**src/rtl/kgp_pipe_pkg.sv**
```systemverilog
// Shared types and constants for the KGP pipeline boundary registers.
package kgp_pipe_pkg;

    localparam int unsigned KGP_INSTR_W = 32;
    localparam int unsigned KGP_PC_W    = 32;
    localparam logic [31:0] KGP_NOP     = 32'h0;

    typedef enum logic [1:0] {
        EMPTY = 2'd0,
        FULL  = 2'd1,
        SKID  = 2'd2
    } pipe_state_e;

    // Number of buffered beats held in a given state.
    function automatic logic [1:0] occ_of(input pipe_state_e s);
        case (s)
            FULL:    return 2'd1;
            SKID:    return 2'd2;
            default: return 2'd0;
        endcase
    endfunction

endpackage

```
**src/rtl/kgp_sat_counter.sv**
```systemverilog
// Saturating up-counter with synchronous clear; shared by all stage stall stats.
module kgp_sat_counter #(
    parameter int unsigned W = 16
) (
    input  logic         clk,
    input  logic         clr,
    input  logic         inc,
    output logic [W-1:0] count
);

    always_ff @(posedge clk) begin
        if (clr) begin
            count <= '0;
        end else if (inc && (count != {W{1'b1}})) begin
            count <= count + W'(1);
        end
    end

endmodule

```
**src/rtl/if_id_skid_reg.sv**
```systemverilog
// IF/ID boundary: 2-entry skid buffer with ready/valid on both sides,
// redirect flush, and a saturating stall counter.
module if_id_skid_reg
    import kgp_pipe_pkg::*;
#(
    parameter int unsigned        INSTR_W   = KGP_INSTR_W,
    parameter int unsigned        PC_W      = KGP_PC_W,
    parameter logic [INSTR_W-1:0] NOP_INSTR = INSTR_W'(KGP_NOP),
    parameter logic [PC_W-1:0]    RESET_PC  = '0,
    parameter int unsigned        STAT_W    = 16
) (
    input  logic               clk,
    input  logic               reset,
    input  logic               flush,
    input  logic               in_valid,
    output logic               in_ready,
    input  logic [INSTR_W-1:0] in_instr,
    input  logic [PC_W-1:0]    in_pc,
    output logic               out_valid,
    input  logic               out_ready,
    output logic [INSTR_W-1:0] out_instr,
    output logic [PC_W-1:0]    out_pc,
    output logic [1:0]         occupancy,
    output logic [STAT_W-1:0]  stall_cnt
);

    pipe_state_e        state;
    pipe_state_e        state_nxt;
    logic               load_main_in;
    logic               load_main_skid;
    logic               load_skid;
    logic [INSTR_W-1:0] skid_instr;
    logic [PC_W-1:0]    skid_pc;

    // Next state and load strobes. in_ready is (state != SKID) and out_valid is
    // (state != EMPTY), so in_valid/out_ready alone qualify transfers per state.
    always_comb begin
        state_nxt      = state;
        load_main_in   = 1'b0;
        load_main_skid = 1'b0;
        load_skid      = 1'b0;
        case (state)
            EMPTY: begin
                if (in_valid) begin
                    load_main_in = 1'b1;
                    state_nxt    = FULL;
                end
            end
            FULL: begin
                if (in_valid && out_ready) begin
                    load_main_in = 1'b1;
                end else if (in_valid) begin
                    load_skid = 1'b1;
                    state_nxt = SKID;
                end else if (out_ready) begin
                    state_nxt = EMPTY;
                end
            end
            SKID: begin
                if (out_ready) begin
                    load_main_skid = 1'b1;
                    state_nxt      = FULL;
                end
            end
            default: state_nxt = EMPTY;
        endcase
    end

    // State, handshake outputs and data registers; flush discards every buffered beat.
    always_ff @(posedge clk) begin
        if (reset || flush) begin
            state      <= EMPTY;
            in_ready   <= 1'b1;
            out_valid  <= 1'b0;
            occupancy  <= 2'd0;
            out_instr  <= NOP_INSTR;
            out_pc     <= RESET_PC;
            skid_instr <= '0;
            skid_pc    <= '0;
        end else begin
            state     <= state_nxt;
            in_ready  <= (state_nxt != SKID);
            out_valid <= (state_nxt != EMPTY);
            occupancy <= occ_of(state_nxt);
            if (load_main_in) begin
                out_instr <= in_instr;
                out_pc    <= in_pc;
            end else if (load_main_skid) begin
                out_instr <= skid_instr;
                out_pc    <= skid_pc;
            end
            if (load_skid) begin
                skid_instr <= in_instr;
                skid_pc    <= in_pc;
            end
        end
    end

    kgp_sat_counter #(
        .W (STAT_W)
    ) u_stall_cnt (
        .clk   (clk),
        .clr   (reset),
        .inc   (out_valid && !out_ready),
        .count (stall_cnt)
    );

endmodule

```
**config.mk**
```make
export PLATFORM = sky130hd
export DESIGN_NAME = if_id_skid_reg
export DESIGN_NICKNAME = d
export VERILOG_FILES = /design/src/rtl/kgp_pipe_pkg.sv /design/src/rtl/kgp_sat_counter.sv /design/src/rtl/if_id_skid_reg.sv
export SDC_FILE = /design/constraint.sdc
export NUM_CORES = 1
export LEC_CHECK = 0
export ABC_AREA = 1
export CAP_MARGIN = 15
export CORE_ASPECT_RATIO = 0.8
export CORE_MARGIN = 2
export CORE_UTILIZATION = 45
export DETAILED_ROUTE_END_ITERATION = 10
export HOLD_SLACK_MARGIN = 0.05
export PLACE_DENSITY = 0.74
export SLEW_MARGIN = 20
export SYNTH_ARGS = -nofsm -noshare
export SYNTH_HDL_FRONTEND = slang
export SYNTH_SLANG_ARGS = --single-unit
```
**constraint.sdc**
```tcl
create_clock -name clk -period 1.76 [get_ports clk]
set_clock_uncertainty 0.2 [all_clocks]
set_input_delay 0.176 -clock clk [delete_from_list [all_inputs] [get_ports clk]]
set_output_delay 0.176 -clock clk [all_outputs]
set_load 0.03 [all_outputs]
```
==> impl_metrics.csv <==
group,metric,value,unit
placed_design,place_area,8130,µm²
worst_setup_path,cp_top_family,"buffers and inverters",
clock_network,htree_levels,4,
placed_design,place.port_buffers,152,
synthesis,syn_area_per_cell,7.62,µm²
sta,drv_slew,0,
sta,worst_pin_slew,369,ps
power_and_ir_drop,p_leak,3.41,nW
synthesis,synth_most_common_cell,"dfxtp_1",
sta,fmax,0.593,GHz
worst_setup_path,critPathKind,"register to output pin",
floorplanning,die_area,14700,µm²
sta,finalSetupViolCount,0,
drt,routed_wl,15600,µm
drt,viasPerCell,5.03,
worst_setup_path,path_buf_inv,2,
sta,rsz0062_at_grt,"false",
global_route,grt_max_degree,65,
layout,fin_nets,1041,
sta,hold_viol,0,
global_route,grt_pass1_wl,25500,µm
synthesis,synth_area_leaders,"dfxtp_1 48%, a21oi_1 9.9%, o21ai_1 9.6%",
global_route,antenna_found_initial,0,
worst_setup_path,r2r_slack,170,ps
worst_setup_path,crit_chain,"buf_4 > clkdlybuf4s15_1",
power_and_ir_drop,vdd_drop_max,0.000703,V
drt,drt_first_pass_iters,5,
synthesis,netlist_top_cells_count,"150 x dfxtp_1, 122 x a21oi_1, 122 x nand2_1, 119 x o21ai_1, 82 x inv_1",
clock_network,clk_path_buf_depth,2,
clock_network,clkTransAtPathRegs,60,ps
floorplanning,ios,153,
worst_setup_path,crit-reg2reg-launch,"u_stall_cnt.count[0]",
worst_setup_path,worstPathRequired,1380,ps
floorplanning,num_rows,38,
synthesis,syn-cell-area,6200,µm²
worst_setup_path,cp_max_fo,4,
synthesis,yosysSeqAreaShare,0.485,
sta,period_minus_slack,1680,ps
drt,wl_per_cell,13.4,µm
worst_setup_path,crit_slowest_cell,"dfxtp_1",
synthesis,synth_top_area_share,0.485,
synthesis,synth_seq_cells,150,
floorplanning,die_h,109,µm
sta,final.setup.tns,0,ps
power_and_ir_drop,finalPower,0.00819,W
layout,final_area,8660,µm²
sta,slew_headroom,0.755,
sta,fin_crit_sh,0.957,
hold_path,whs_path_depth,3,
sta,fin_hold_ws,212,ps
hold_path,hold_class,"primary input to register",
synthesis,synth_top_area_cell,"dfxtp_1",
synthesis,synth_edf_count,0,
clock_network,cts_tree,"done",
sta,setup_ws,75.1,ps
clock_network,clk_latency,410,ps
global_route,grt_pass1_vias,5317,
hold_path,holdPathEnd,"out_pc[13]",
worst_setup_path,cp-end-kind,"output pin",
synthesis,synth_cells,813,
synthesis,synth.distinct_cells,26,
drt,ant_nets,0,
worst_setup_path,worstReg2RegEnd,"u_stall_cnt.count[2]",
placed_design,pre_cts_ws,-138,ps
floorplanning,die_w,135,µm
power_and_ir_drop,p_per_area,945,nW/µm²
layout,drive_gt1_frac,0.111,
synthesis,synthesis.nets,883,
placed_design,routabilityCongestion,0.822,
global_route,grt-ovfl-total,0,
clock_network,clock_sinks,150,
layout,syn2layout_area_growth,39.8,%
clock_network,clockRootBuffer,"clkbuf_16",
synthesis,ys_dominant_reg_cell,"dfxtp_1",
run_status,status,"complete, no violations",
flow_run,cap_violations,0,
global_route,grtUsageTotal,0.217,
clock_network,cts_buffers,17,
worst_setup_path,cp-start-kind,"register",
drt,drc,0,
layout,insertedDiodeCount,0,
floorplanning,initial_utilization,0.459,
worst_setup_path,critPathMaxStageDelay,390,ps
clock_network,cts_hold_repair.buffers,0,
drt,vias,5857,
drt,drt_iter0_drc,330,
floorplanning,core_area,13500,µm²
worst_setup_path,worst-r2r-cell-count,7,
placed_design,dpl.hpwl,10500,µm
worst_setup_path,arrival,1310,ps
synthesis,async_flop_share,0,
hold_path,worstHoldStart,"in_pc[13]",
synthesis,yosysWarningCount,0,
==> final cells by class <==
cell class	instances	area, µm²
fill	1204	4840
clock buffer	19	453
clock inverter	13	168
inverter	87	332
timing repair buffer	193	1900
sequential	150	3010
tap	180	225
multi-input combinational	522	2580
==> through the flow <==
stage          utilization  std cells
5_1_grt              0.642       1164
3_5_place_dp         0.602       1132
4_1_cts              0.640       1164
6_report             0.642       1164
3_3_place_gp         0.602       1132
2_1_floorplan            -        813
==> cell families after synthesis <==
group	count (synthesis)	share of synthesized area
simple gates	190	0.128
flops	150	0.485
compound gates	325	0.273
fa+ha+maj	1	0.00202
buf+inv	141	0.103
xor+xnor	6	0.00848
==> power breakdown <==
part | internal [W] | switching (W)
registers | 0.00348 | 0.0000385
logic | 0.000376 | 0.000510
clock network | 0.00232 | 0.00146
==> routing by layer <==
layer	wire, µm	track usage	vias up
li1	-	-	3014
met1	7620	0.299	2652
met2	6690	0.330	174
met3	1110	0.0642	17
met4	174	0.0647	0
met5	0	0	-
==> worst max path at each step <==
| stage | startpoint | endpoint | slack (ps) | cells past startpoint |
|---|---|---|---|---|
| after CTS | u_stall_cnt.count[0] | u_stall_cnt.count[2] | 20 | 7 |
| after detailed placement | out_ready | out_pc[25] | -140 | 8 |
| after global placement | out_ready | out_pc[24] | -110 | 8 |
| after floorplan | u_stall_cnt.count[0] | u_stall_cnt.count[10] | 7 | 9 |
| final | u_stall_cnt.count[3] | stall_cnt[3] | 80 | 2 |
| after global routing | u_stall_cnt.count[4] | u_stall_cnt.count[15] | 10 | 8 |
==> what timing repair did <==
item                                    4_1_cts  5_1_grt
gates resized for setup                      84        4
setup buffers                                 0        0
endpoints found under the setup margin       84       12
gates cloned                                  0        0
==> flip-flops by register name, summed over array words and instances, names as in the netlist <==
| name | flops |
|---|---|
| in_ready | 1 |
| out_pc | 32 |
| skid_instr | 32 |
| out_instr | 32 |
| out_valid | 1 |
| state | 2 |
| u_stall_cnt.count | 16 |
| skid_pc | 32 |
| occupancy | 2 |
==> worst reg2reg max path, stage by stage, from the launching register on <==
cell and delay (ps):
dfxtp_2 330, ha_1 160, inv_1 50, nor2_2 100
nand2_2 90, o21ai_4 330, nand2_1 130, a21oi_2 150
==> placed cells by master, fill, tap and decap left out, types with 4 or more instances in the layout <==
master,count
o21ai_0,68
nand2_2,4
inv_1,82
inv_6,4
buf_12,14
dlygate4sd2_1,83
buf_4,27
a21oi_1,122
nand4_1,6
nor2_1,32
nor2_4,5
clkdlybuf4s50_1,68
nand3_1,16
clkbuf_16,17
o21ai_1,119
a21oi_2,13
nand2_1,122
dfxtp_1,148
(Power assumes the default switching activity.)
